### src/rtl/rr_priority_arbiter.sv
// rr_priority_arbiter: registered fixed-priority / round-robin arbiter with grant locking and RR hold limit
module rr_priority_arbiter #(
    parameter int PORTS    = 4,
    parameter int HOLD_MAX = 8
) (
    input  logic                     clk,
    input  logic                     rst_n,
    input  logic [PORTS-1:0]         req,
    input  logic                     mode,
    output logic [PORTS-1:0]         gnt,
    output logic                     gnt_valid,
    output logic [$clog2(PORTS)-1:0] gnt_id
);
    localparam int IW = $clog2(PORTS);
    localparam int HW = $clog2(HOLD_MAX + 2);

    typedef enum logic {IDLE, GRANT} state_t;

    state_t          state, state_n;
    logic [IW-1:0]   rr_ptr, rr_ptr_n, gnt_id_n, win, k;
    logic [HW-1:0]   hold_cnt, hold_cnt_n;
    logic            grant_mode, grant_mode_n, found, expired, keep;
    logic [PORTS-1:0] gnt_n, cand, others;

    // Scan order: identity in fixed mode, rotated from rr_ptr in round-robin mode
    function automatic logic [IW-1:0] scan(input int i, input logic m, input logic [IW-1:0] p);
        return IW'(m ? (int'(p) + i) % PORTS : i);
    endfunction

    // Pick the first candidate in scan order; descending walk lets the earliest hit win
    always_comb begin
        found = |cand;
        win   = '0;
        k     = '0;
        for (int i = PORTS - 1; i >= 0; i--) begin
            k = scan(i, mode, rr_ptr);
            if (cand[k]) win = k;
        end
    end

    // Next-state: keep the holder, or re-arbitrate (holder masked out on expiry when others wait), or go idle
    always_comb begin
        state_n      = state;
        gnt_n        = gnt;
        gnt_id_n     = gnt_id;
        rr_ptr_n     = rr_ptr;
        hold_cnt_n   = hold_cnt;
        grant_mode_n = grant_mode;
        expired      = grant_mode && (HOLD_MAX != 0) && (int'(hold_cnt) == HOLD_MAX);
        keep         = (|(req & gnt)) && !expired;
        others       = req & ~gnt;
        cand         = (|others) ? others : req;
        if (keep) begin
            hold_cnt_n = (int'(hold_cnt) >= HOLD_MAX) ? hold_cnt : hold_cnt + HW'(1);
        end else if (found) begin
            state_n      = GRANT;
            gnt_n        = PORTS'(1) << win;
            gnt_id_n     = win;
            rr_ptr_n     = (int'(win) == PORTS - 1) ? '0 : win + IW'(1);
            hold_cnt_n   = HW'(1);
            grant_mode_n = mode;
        end else begin
            state_n    = IDLE;
            gnt_n      = '0;
            hold_cnt_n = '0;
        end
    end

    // State and output registers; mode is latched at arbitration so a mid-hold change waits for the next one
    always_ff @(posedge clk or negedge rst_n) begin
        if (!rst_n) begin
            state      <= IDLE;
            gnt        <= '0;
            gnt_valid  <= 1'b0;
            gnt_id     <= '0;
            rr_ptr     <= '0;
            hold_cnt   <= '0;
            grant_mode <= 1'b0;
        end else begin
            state      <= state_n;
            gnt        <= gnt_n;
            gnt_valid  <= |gnt_n;
            gnt_id     <= gnt_id_n;
            rr_ptr     <= rr_ptr_n;
            hold_cnt   <= hold_cnt_n;
            grant_mode <= grant_mode_n;
        end
    end
endmodule
### config.mk
export PLATFORM = sky130hd
export DESIGN_NAME = rr_priority_arbiter
export DESIGN_NICKNAME = d
export VERILOG_FILES = /design/src/rtl/rr_priority_arbiter.sv
export SDC_FILE = /design/constraint.sdc
export NUM_CORES = 1
export LEC_CHECK = 0
export BUFFER_PORTS_ARGS = -buffer_cell sky130_fd_sc_hd__buf_2
export CORE_UTILIZATION = 30
export CTS_BUF_LIST = sky130_fd_sc_hd__clkbuf_16
export DETAILED_ROUTE_END_ITERATION = 10
export MAX_ROUTING_LAYER = met4
export PLACE_DENSITY = 0.49
export SLEW_MARGIN = 20
export SYNTH_ARGS = -nofsm -noshare
export SYNTH_HDL_FRONTEND = slang
export SYNTH_SLANG_ARGS = --single-unit
export TNS_END_PERCENT = 50
### constraint.sdc
create_clock -name clk -period 3.55 [get_ports clk]
set_clock_uncertainty 0.2 [all_clocks]
set_input_delay 0.1775 -clock clk [delete_from_list [all_inputs] [get_ports clk]]
set_output_delay 0.1775 -clock clk [all_outputs]
set_load 0.01 [all_outputs]
## After elaboration in Yosys (flattened, before gate mapping)

Index checks and enable logic that the tools add are counted.

- Add/subtract/negate cells: 5
- Equal/unequal tests: 3
- Order comparisons: 5
- Shift operators: 1
- Multiplexer cells: 23
- Reduce and logical (&&, ||, !) cells: 8
- Bitwise logic cells: 4

Operators by type and width:

| operator | number |
|---|---|
| $mux W4 | 5 |
| $mux W2 | 9 |
| $reduce_or A4 Y1 | 4 |
| $lt A2 B3 Y1 const B | 4 |
| $and A4 B4 Y4 | 2 |
| $bmux W1 S2 | 4 |
| $mux W1 | 5 |
| $add A2 B1 Y2 const B | 2 |
| $add A2 B2 Y2 const B | 2 |
| $add A4 B1 Y4 const B | 1 |
| $eq A4 B4 Y1 const B | 1 |
| $ge A4 B4 Y1 const B | 1 |
| $not A4 Y4 | 1 |
| $shl A1 B2 Y4 const A | 1 |
| $eq A2 B1 Y1 const B | 1 |
| $logic_and A1 B1 Y1 | 2 |
| $ne A2 B2 Y1 const B | 1 |
| $reduce_and A2 Y1 | 1 |
| $logic_not A1 Y1 | 1 |
| $not A1 Y1 | 1 |

- Register bits after elaboration: 14
- Output and inout bits: 7
- Word-level logic and storage cells: 55
- Input port bits: 7

## Depth between registers and ports, before layout

Gate-level depths: netlist of run 1.

- Depth in word-level cells: 14
- Depth in mapped cells: 10

## Least setup slack after synthesis of run 1

No wires, ideal clock.

- Path kind: reg2reg
- Start: register gnt[0]
- End: register gnt_valid
- Buffers on the path: 0
- Arrival: 2.430 ns
- Stages on the path, launching flop included: 10
- Setup time: 0.118 ns
- Setup slack: 0.802 ns
- Required time: 3.232 ns
- Cells stage by stage: dfrtp_1 nor2b_1 o21ai_1 a22oi_1 a21o_2 or3_4 and3_1 ha_1 or4_1 a21o_1

- Cells in the longest elaborated chain, start to end: 14
- Elaborated cells between the ends (all ways): 24
- Classes of those cells: shift (1); mux (15); bitwise (3); reduce/logical (5)

RTL lines:

| what | line | source |
|---|---|---|
| start: declaration | 10 | `output logic [PORTS-1:0] gnt,` |
| start signal: assignment | 81 | `gnt <= gnt_n;` |
| $not A4 Y4 | 51 | `others = req & ~gnt;` |
| $and A4 B4 Y4 | 51 |  |
| $reduce_or A4 Y1 | 52 | `cand = (\|others) ? others : req;` |
| $mux W4 | 52 |  |
| $bmux W1 S2 | 37 | `if (cand[k]) win = k;` |
| $mux W1 (implied by the code) | 37 |  |
| $mux W2 (4 in a row) | 37 |  |
| $shl A1 B2 Y4 | 57 | `gnt_n = PORTS'(1) << win;` |
| $mux W4 | 55 | `end else if (found) begin` |
| $mux W4 (*) | 53 | `if (keep) begin` |
| $reduce_or A4 Y1 (*) | 82 | `gnt_valid <= \|gnt_n;` |
| end signal: assignment | 82 |  |
| end: declaration | 11 | `output logic gnt_valid,` |

Mark *: on every way between the ends. The rest lies on a longest branch, timed or not. The select of a mux whose other input is x is not followed.
A chain may end at the register's enable or synchronous reset.

## Final worst setup path of run 1

Same ends and word-level chain as after synthesis.

==> flow_metrics.env, run 1 <==
export IMPL_num_nets_final=137
export IMPL_ant_nets=0
export IMPL_worst_slew_margin_rel=0.595
export IMPL_globalplace_congestion=0.852
export IMPL_num_fill_cells=365
export IMPL_post_synth_cell_area_avg_um2=9.64
export IMPL_area_fraction_in_compound_gates_after_synthesis=0.269
export IMPL_number_of_gates_resized_after_cts=0
export IMPL_worst_pin_slew_ns=0.608
export IMPL_clock_power_frac=0.204
export IMPL_number_of_antenna_violations_at_the_first_check_in_global_routing=0
export IMPL_post_synth_xor_area_fraction=0.0252
export IMPL_reg2reg_setup_slack_ns=0.65
export IMPL_synth_mux_area_frac=0.0457
export IMPL_finish_cell_count_without_fillers=169
export IMPL_clkSlewWorstSetupHoldPaths_ns=0.05
export IMPL_rows=21
export IMPL_rsz0062_at_grt="false"
export IMPL_port_buffers=13
export IMPL_fp_dieW_um=60.9
export IMPL_fmax_ghz=0.345
export IMPL_synth_simple_gate_area_frac=0.204
export IMPL_antenna_diode_count=0
export IMPL_tritoncts_buffer_count=3
export IMPL_timing_final_crit_period_ns=2.90
export IMPL_finalCoreUtilization=0.366
export IMPL_largest_net_degree_at_the_start_of_global_routing=15
export IMPL_via_total_after_detailed_routing=856
export IMPL_ctsLongestPathBuffers=2
export IMPL_dp_cells=164
export IMPL_floorplan_io_pins=14
export IMPL_avgRoutedWirePerCell_um=13.4
export IMPL_holdWs_ns=0.0586
export IMPL_dp_worst_setup_slack_ns=0.655
export IMPL_clock_tree_from_tritoncts="yes"
export IMPL_netlist_instances=108
export IMPL_report_power_total_mw=1.04
export IMPL_sw_ratio=0.395
export IMPL_timing_max_cap_violations=0
export IMPL_setup_viol=0
export IMPL_final_sum_of_negative_setup_slack_ns=0
export IMPL_synth_async_reset_ratio=1.00
export IMPL_synth_fa_ha_area_frac=0.0721
export IMPL_design_core_area_um2=3340
export IMPL_final_design_area_no_fill_um2=1220
export IMPL_setup_ws_ns=0.653
export IMPL_initial_core_util=0.312
export IMPL_slew_viol_final=0
export IMPL_globalRoute_totalOverflow=0
export IMPL_seq_power_share=0.307
export IMPL_main_combinational_cell_family_by_area_after_synthesis="compound AO/OA/AOI/OAI gates"
export IMPL_cts_post_setup_buffers_inserted=0
export IMPL_timing_critical_path_from_type="flip-flop"
export IMPL_post_synth_instance_area_um2=1040
export IMPL_internal_power_mw=0.627
export IMPL_cts_root_buf="sky130_fd_sc_hd__clkbuf_16"
export IMPL_first_iter_violations=35
export IMPL_die_y_um=60.9
export IMPL_critPathRequiredTime_ns=3.48
export IMPL_vdd_ir_drop_max_v=0.000322
export IMPL_ys_seq_area_frac=0.337
export IMPL_yosys_warning_total=0
export IMPL_design_die_area_um2=3710
export IMPL_synth_edff_count=0
export IMPL_detailed_place_hpwl_um=1720
export IMPL_grt_first_pass_wirelength_um=3750
export IMPL_power_density_nw_per_um2=849
export IMPL_routed_via_density=5.07
export IMPL_timing_final_crit_share=0.816
export IMPL_part_of_the_total_power_dissipated_in_combinational_logic=0.490
export IMPL_run_status="completed"
export IMPL_total_wirelength_of_the_detailed_routed_design_um=2260
export IMPL_yosys_most_used_dff="sky130_fd_sc_hd__dfrtp_1"
export IMPL_power_static_leakage_nw=0.566
export IMPL_power_switching_mw=0.410
export IMPL_share_of_final_layout_standard_cells_stronger_than_drive_strength_1=0.220
export IMPL_mappedNetlistNets=121
export IMPL_cts_htree_levels=1
export IMPL_timing_critical_path_fanout_max=7
export IMPL_post_synth_num_cell_types=43
export IMPL_grt_use_total=0.144
export IMPL_first_global_vias=808
export IMPL_yosys_register_bits=14
export IMPL_drt_first_pass_iters=4
export IMPL_crit_path_dat_ns=2.83
export IMPL_timing_final_hold_violations=0
export IMPL_placedInstanceArea_um2=1130
export IMPL_detail_route_drc_violations=0
export IMPL_area_growth_syn_to_layout_pct=17.4
export IMPL_clkSinkCount=14
export IMPL_worst_hold_path_type="input pin to flip-flop"
export IMPL_worstSetupPathType="flip-flop to flip-flop"
export IMPL_insertion_delay_of_the_later_clocked_pin_in_the_worst_skew_pair_ns=0.24
export IMPL_critical_path_capture_point_type="flip-flop"
layer usage:
metal / global-route usage / share of wire / up-vias
met5: - / 0 / -
met4: 0.0195 / 0 / 0
met3: 0.0554 / 0.041 / 0
met2: 0.229 / 0.49 / 12
met1: 0.177 / 0.47 / 413
li1: - / - / 431
flip-flops by register name (all words and copies together), names as in the netlist:
name	flops
grant_mode	1
gnt	4
gnt_valid	1
hold_cnt	4
rr_ptr	2
gnt_id	2
cell usage after synthesis (2+ instances only):
library cell / count / area [um^2]
sky130_fd_sc_hd__dfrtp_1: 14 / 350
sky130_fd_sc_hd__nand2_1: 9 / 33.8
sky130_fd_sc_hd__a22o_1: 7 / 61.3
sky130_fd_sc_hd__nor2_1: 7 / 26.3
sky130_fd_sc_hd__ha_1: 6 / 75.1
sky130_fd_sc_hd__nor2b_1: 6 / 37.5
sky130_fd_sc_hd__inv_1: 5 / 18.8
sky130_fd_sc_hd__a31oi_1: 3 / 18.8
sky130_fd_sc_hd__o21a_1: 3 / 22.5
sky130_fd_sc_hd__o21ai_1: 3 / 15.0
sky130_fd_sc_hd__o31ai_1: 3 / 22.5
sky130_fd_sc_hd__a21o_1: 2 / 15.0
sky130_fd_sc_hd__a22oi_1: 2 / 15.0
sky130_fd_sc_hd__a41o_1: 2 / 20.0
sky130_fd_sc_hd__buf_6: 2 / 22.5
sky130_fd_sc_hd__nand2b_1: 2 / 12.5
sky130_fd_sc_hd__nand3_1: 2 / 10.0
sky130_fd_sc_hd__nor2b_2: 2 / 17.5
sky130_fd_sc_hd__o21ai_0: 2 / 10.0
sky130_fd_sc_hd__or2b_1: 2 / 15.0
sky130_fd_sc_hd__xnor2_1: 2 / 17.5
worst max-delay path: stages, from the launching register on:
cell	delay (ns)
sky130_fd_sc_hd__dfrtp_1	0.45
sky130_fd_sc_hd__nor2b_1	0.13
sky130_fd_sc_hd__o21ai_1	0.14
sky130_fd_sc_hd__a22oi_1	0.14
sky130_fd_sc_hd__a21o_2	0.22
sky130_fd_sc_hd__or3_4	0.40
sky130_fd_sc_hd__and3_1	0.21
sky130_fd_sc_hd__ha_1	0.21
sky130_fd_sc_hd__or4_1	0.49
sky130_fd_sc_hd__a21o_1	0.18
power groups by stage:
stage	Combinational, mW	Sequential (mW)	Clock, mW
2_1_floorplan	0.409	0.308	0
3_3_place_gp	0.511	0.321	0
3_5_place_dp	0.514	0.322	0
4_1_cts	0.516	0.319	0.222
5_1_grt	0.577	0.330	0.224
6_report	0.508	0.318	0.212
cell families (layout without fill, tap and decap cells):
group	Yosys count	in the layout
XOR/XNOR	3	3
multiplexers	4	4
flip-flops	14	14
adder cells (fa/ha/maj)	6	6
AO/OA/AOI/OAI	35	35
AND/OR/NAND/NOR	38	38
buffers and inverters	8	23
what timing repair did:
item                                    4_1_cts  5_1_grt
hold buffers                                  1        0
endpoints found under the hold margin        14        0
endpoints found under the setup margin        0        0
layout make-up:
| cell class | instances | area (um^2) | share of cell area |
|---|---|---|---|
| Multi-Input combinational cell | 86 | 642 | 0.525 |
| Timing Repair Buffer | 14 | 75.1 | 0.0614 |
| Tap cell | 46 | 57.6 | 0.0471 |
| Inverter | 5 | 18.8 | 0.0154 |
| Clock buffer | 3 | 75.1 | 0.0614 |
| Sequential cell | 14 | 350 | 0.287 |
| Clock inverter | 1 | 3.75 | 0.00307 |
cell usage in the layout (no fill, tap or decap), types with 3 or more instances in the layout:
cell type / count
sky130_fd_sc_hd__a22o_1: 7
sky130_fd_sc_hd__a31oi_1: 3
sky130_fd_sc_hd__buf_2: 13
sky130_fd_sc_hd__clkbuf_16: 3
sky130_fd_sc_hd__dfrtp_1: 14
sky130_fd_sc_hd__ha_1: 6
sky130_fd_sc_hd__inv_1: 5
sky130_fd_sc_hd__nand2_1: 9
sky130_fd_sc_hd__nor2_1: 7
sky130_fd_sc_hd__nor2b_1: 6
sky130_fd_sc_hd__o21a_1: 3
sky130_fd_sc_hd__o21ai_1: 3
sky130_fd_sc_hd__o31ai_1: 3
final timing paths:
kind	from	to	cells after the start
worst max-delay path	gnt[0]	gnt_valid	9
worst max register to register	gnt[0]	gnt_valid	9
worst min register to register	gnt_id[1]	gnt_id[1]	1
min in group asynchronous	rst_n	hold_cnt[0]	2
worst min-delay path	mode	grant_mode	2
max in group asynchronous	rst_n	gnt[2]	2
No activity file was read; power rests on OpenSTA's default activity.
==> inputs of run 2 (changes only) <==
- PLACE_DENSITY: 0.49 -> 0.51
- clock period: 3.55 -> 2.6 ns (I/O delays scaled with it)
==> run 2 against run 1 <==
Effect of this change: the run now ends with setup timing left; clock power rose by 37%; flip-flop and latch count did not move; clock-buffer cell count did not move; critical path depth did not move; register-to-register slack got worse by 0.73 ns; setup slack got worse by 0.73 ns; via count rose by 17%; sequential power rose by 31%; highest routed layer is now met4.
==> flow_metrics.env, run 2 (synthesized netlist as in run 1, its figures left out) <==
export IMPL_run_status="complete, but fails checks"
export IMPL_violations_in_the_final_reports="setup timing"
export IMPL_reg_largest_list="gnt (4), hold_cnt (4)"
export IMPL_via_total_after_detailed_routing=999
export IMPL_num_fill_cells=350
export IMPL_num_nets_final=164
export IMPL_critical_path_slowest_cell="sky130_fd_sc_hd__or4_1"
export IMPL_grt_use_total=0.168
export IMPL_clock_tree_from_tritoncts="yes"
export IMPL_avgRoutedWirePerCell_um=13.4
export IMPL_first_global_vias=977
export IMPL_endpoint_with_the_worst_hold_slack="grant_mode"
export IMPL_layout_common_cells="27 x sky130_fd_sc_hd__buf_4, 13 x sky130_fd_sc_hd__buf_2, 11 x sky130_fd_sc_hd__dfrtp_1"
export IMPL_globalplace_congestion=0.863
export IMPL_placedInstanceArea_um2=1330
export IMPL_first_iter_violations=19
export IMPL_timing_max_cap_violations=0
export IMPL_reg2reg_setup_slack_ns=-0.08
export IMPL_ctsLongestPathBuffers=2
export IMPL_clkSinkCount=14
export IMPL_rsz0062_at_grt="true"
export IMPL_detailed_place_hpwl_um=2060
export IMPL_number_of_antenna_violations_at_the_first_check_in_global_routing=0
export IMPL_design_die_area_um2=3710
export IMPL_critical_path_cell_chain="or2b_1 -> a41o_1 -> a31oi_1 -> o21ai_1 -> buf_4 -> and3_4 -> ha_4 -> or4_1 -> a21o_1"
export IMPL_timing_final_crit_period_ns=2.68
export IMPL_crit_path_dat_ns=2.61
export IMPL_worst_hold_path_num_cells=2
export IMPL_final_design_area_no_fill_um2=1480
export IMPL_tritoncts_buffer_count=3
export IMPL_floorplan_io_pins=14
export IMPL_total_wirelength_of_the_detailed_routed_design_um=2620
export IMPL_timing_critical_path_fanout_max=4
export IMPL_slew_viol_final=0
export IMPL_design_core_area_um2=3340
export IMPL_detail_route_drc_violations=0
export IMPL_critical_path_max_stage_delay_ns=0.50
export IMPL_cp_buffers_inverters=1
export IMPL_worst_pin_slew_ns=0.443
export IMPL_routed_via_density=5.10
export IMPL_worst_slew_margin_rel=0.704
export IMPL_share_of_final_layout_standard_cells_stronger_than_drive_strength_1=0.447
export IMPL_globalRoute_totalOverflow=0
export IMPL_worstRegToRegCells=9
export IMPL_timing_critical_path_from_type="flip-flop"
export IMPL_clkSlewWorstSetupHoldPaths_ns=0.05
export IMPL_area_growth_syn_to_layout_pct=42.3
export IMPL_fp_dieW_um=60.9
export IMPL_cp_depth=9
export IMPL_vdd_ir_drop_max_v=0.000530
export IMPL_reg2reg_from="gnt[0]"
export IMPL_grt_first_pass_wirelength_um=4390
export IMPL_rows=21
export IMPL_setup_viol=1
export IMPL_drt_first_pass_iters=4
export IMPL_worstSetupStartpoint="gnt[0]"
export IMPL_setup_ws_ns=-0.0786
export IMPL_holdCritStartpoint="mode"
export IMPL_power_static_leakage_nw=0.703
export IMPL_timing_final_hold_violations=0
export IMPL_critical_path_capture_point_type="flip-flop"
export IMPL_die_y_um=60.9
export IMPL_largest_net_degree_at_the_start_of_global_routing=15
export IMPL_initial_core_util=0.312
export IMPL_cts_root_buf="sky130_fd_sc_hd__clkbuf_16"
export IMPL_timing_final_crit_share=1.03
export IMPL_worst_r2r_endpoint="gnt_valid"
export IMPL_fmax_ghz=0.373
export IMPL_ant_nets=0
export IMPL_layout_commonest_cell="sky130_fd_sc_hd__buf_4"
export IMPL_power_density_nw_per_um2=1130
export IMPL_holdWs_ns=0.0210
export IMPL_worstSetupPathType="flip-flop to flip-flop"
export IMPL_dp_worst_setup_slack_ns=-0.106
export IMPL_timing_critical_path_max_delay_family="simple AND/OR/NAND/NOR gates"
export IMPL_port_buffers=13
export IMPL_insertion_delay_of_the_later_clocked_pin_in_the_worst_skew_pair_ns=0.24
export IMPL_antenna_diode_count=0
export IMPL_cts_htree_levels=1
export IMPL_worst_hold_path_type="input pin to flip-flop"
export IMPL_critPathRequiredTime_ns=2.53
run 2: cell count changes in the layout (fill, tap and decap cells not counted), sizes merged:
cell  previous run  this run
buf             13        40
run 2: stage by stage:
step | setup TNS (ns) | cells | power [mW] | utilization
2_1_floorplan | -0.0393 | 108 | 1.01 | -
3_3_place_gp | -0.124 | 186 | 1.33 | 0.398
3_5_place_dp | -0.106 | 186 | 1.35 | 0.398
4_1_cts | -0.0862 | 195 | 1.69 | 0.438
5_1_grt | -0.151 | 196 | 1.82 | 0.444
6_report | -0.0786 | 196 | 1.68 | 0.444
run 2: worst max path at each step:
stage / endpoint
finish: gnt_valid
global route: gnt_valid
CTS: gnt_valid
detailed placement: gnt_valid
global placement: gnt_valid
floorplan: gnt_valid
run 2: cell type report:
| type | instances | area, um^2 | area share |
|---|---|---|---|
| clock buffer | 3 | 75.1 | 0.0507 |
| clock inverter | 1 | 3.75 | 0.00253 |
| inverter | 5 | 18.8 | 0.0127 |
| multi-input combinational | 86 | 694 | 0.469 |
| sequential | 14 | 354 | 0.239 |
| tap | 46 | 57.6 | 0.0389 |
| timing repair buffer | 41 | 278 | 0.187 |
run 2: report_power, final:
group	total, mW	internal, mW	switching [mW]
Clock	0.291	0.203	0.0873
Sequential	0.415	0.319	0.0955
Combinational	0.976	0.523	0.453
run 2: routing by layer:
metal / GRT usage / share of wire / up-vias
li1: - / - / 485
met1: 0.192 / 0.44 / 488
met2: 0.284 / 0.51 / 20
met3: 0.0448 / 0.032 / 6
met4: 0.0519 / 0.018 / 0
met5: - / 0 / -
run 2: what timing repair did:
action,in CTS,in global routing
endpoints found under the setup margin,1,1
cloned,0,0
hold buffers,1,0
gates resized for setup,4,4
pin swaps,10,5
setup buffers,4,1
hold endpoints to repair,14,0
==> inputs of run 3 (changes only) <==
- BUFFER_PORTS_ARGS: -buffer_cell sky130_fd_sc_hd__buf_2 -> not set
- CORE_ASPECT_RATIO: not set -> 1.4
- DONT_BUFFER_PORTS: not set -> 1
- PLACE_DENSITY: 0.51 -> 0.47
==> run 3 against run 2 <==
Effect of this change: the flow still finishes with violations (setup timing); core utilization is 1.1 points lower; non-clock buffer count is 18 lower; via count is 10% lower; critical path depth stayed put; maximum frequency is 0.21% lower; register-to-register slack hardly changed; cell count is 13% lower; clock power hardly changed; wire length is 5.2% higher; critical path type unchanged; global-route usage is 0.74 points higher; critical endpoint unchanged.
==> flow_metrics.env, run 3 (synthesized netlist as in run 1, its figures left out) <==
export IMPL_timing_critical_path_fanout_max=4
export IMPL_grt_first_pass_wirelength_um=4710
export IMPL_layout_common_cells="21 x sky130_fd_sc_hd__buf_4, 10 x sky130_fd_sc_hd__dfrtp_1, 9 x sky130_fd_sc_hd__nand2_1"
export IMPL_fp_dieW_um=51.8
export IMPL_fmax_ghz=0.373
export IMPL_setup_viol=1
export IMPL_critical_path_max_stage_delay_ns=0.49
export IMPL_floorplan_io_pins=14
export IMPL_dp_worst_setup_slack_ns=-0.185
export IMPL_drt_first_pass_iters=4
export IMPL_rows=24
export IMPL_num_nets_final=146
export IMPL_initial_core_util=0.324
export IMPL_grt_use_total=0.175
export IMPL_share_of_final_layout_standard_cells_stronger_than_drive_strength_1=0.379
export IMPL_finalCoreUtilization=0.433
export IMPL_globalRoute_totalOverflow=0
export IMPL_port_buffers=0
export IMPL_ant_nets=0
export IMPL_final_design_area_no_fill_um2=1390
export IMPL_critPathRequiredTime_ns=2.53
export IMPL_detailed_place_hpwl_um=2130
export IMPL_largest_net_degree_at_the_start_of_global_routing=15
export IMPL_holdWs_ns=0.00841
export IMPL_worstSetupPathType="flip-flop to flip-flop"
export IMPL_report_power_total_mw=1.68
export IMPL_globalplace_congestion=0.794
export IMPL_cts_htree_levels=1
export IMPL_design_core_area_um2=3210
export IMPL_power_static_leakage_nw=0.629
export IMPL_critical_path_capture_point_type="flip-flop"
export IMPL_worst_pin_slew_ns=0.674
export IMPL_clkSlewWorstSetupHoldPaths_ns=0.05
export IMPL_via_total_after_detailed_routing=895
export IMPL_avgRoutedWirePerCell_um=16.1
export IMPL_die_y_um=71.7
export IMPL_worst_hold_path_type="input pin to flip-flop"
export IMPL_run_status="complete, but fails checks"
export IMPL_crit_path_dat_ns=2.62
export IMPL_critical_path_slowest_cell="sky130_fd_sc_hd__or4_4"
export IMPL_dp_cells=164
export IMPL_total_wirelength_of_the_detailed_routed_design_um=2760
export IMPL_final_sum_of_negative_setup_slack_ns=-0.0842
export IMPL_finish_cell_count_without_fillers=171
export IMPL_violations_in_the_final_reports="setup timing"
export IMPL_slew_viol_final=0
export IMPL_timing_critical_path_from_type="flip-flop"
export IMPL_routed_via_density=5.23
export IMPL_insertion_delay_of_the_later_clocked_pin_in_the_worst_skew_pair_ns=0.24
export IMPL_timing_final_hold_violations=0
export IMPL_power_density_nw_per_um2=1200
export IMPL_area_growth_syn_to_layout_pct=33.8
export IMPL_rsz0062_at_grt="true"
export IMPL_design_die_area_um2=3710
export IMPL_worst_slew_margin_rel=0.549
export IMPL_tritoncts_buffer_count=3
export IMPL_detail_route_drc_violations=0
export IMPL_clock_tree_from_tritoncts="yes"
export IMPL_cts_root_buf="sky130_fd_sc_hd__clkbuf_16"
export IMPL_setup_ws_ns=-0.0842
export IMPL_placedInstanceArea_um2=1240
export IMPL_antenna_diode_count=0
export IMPL_vdd_ir_drop_max_v=0.000668
export IMPL_first_iter_violations=10
export IMPL_layout_commonest_cell="sky130_fd_sc_hd__buf_4"
export IMPL_timing_max_cap_violations=0
export IMPL_timing_final_crit_share=1.03
export IMPL_number_of_antenna_violations_at_the_first_check_in_global_routing=0
export IMPL_ctsLongestPathBuffers=2
export IMPL_critical_path_cell_chain="or2b_1 -> a41o_1 -> a31oi_1 -> o21ai_2 -> buf_4 -> and3_4 -> ha_4 -> or4_4 -> a21o_1"
export IMPL_timing_final_crit_period_ns=2.68
export IMPL_first_global_vias=940
export IMPL_clkSinkCount=14
export IMPL_reg_largest_list="gnt (4), hold_cnt (4)"
## run 3: cell type report
cell class,instances,area [um^2]
inverters,5,18.8
well taps,39,48.8
repair buffers,23,178
clock buffers,3,75.1
multi-input cells,86,713
flip-flops and latches,14,355
clock inverters,1,3.75
fillers,310,1820
## run 3: power breakdown
group          switching, mW  internal, mW
logic                  0.436         0.508
clock network         0.0890         0.203
registers              0.120         0.321
total                  0.644          1.03
## run 3: routing by layer
metal  GRT usage  wire length [um]
met5           -                 0
met4      0.0541                28
met3      0.0234                52
met2       0.303              1500
met1       0.206              1180
## run 3: repair_timing
item	in CTS	in global routing
setup endpoints to repair	1	2
hold endpoints to repair	15	0
pin swaps	7	3
buffers inserted	1	0
resized for setup	8	4
hold buffers	2	0
## run 3: path summary, 6_finish.rpt
path	from	slack (ns)	depth (start not counted)	end
worst max-delay path	gnt[0]	-0.08	9	gnt_valid
min in group asynchronous	rst_n	0.17	1	hold_cnt[1]
worst max register to register	gnt[0]	-0.08	9	gnt_valid
worst min register to register	grant_mode	0.34	1	grant_mode
max in group asynchronous	rst_n	1.56	1	gnt[2]
worst min-delay path	req[3]	0.008	3	hold_cnt[2]
## run 3: critical path: cells and delay by family, from the launching register on
| kind | cells | cell delay, ns |
|---|---|---|
| AND/OR/NAND/NOR | 3 | 0.95 |
| flip-flops | 1 | 0.44 |
| AO/OA/AOI/OAI | 4 | 0.69 |
| buffers and inverters | 1 | 0.15 |
| adder cells (fa/ha/maj) | 1 | 0.15 |
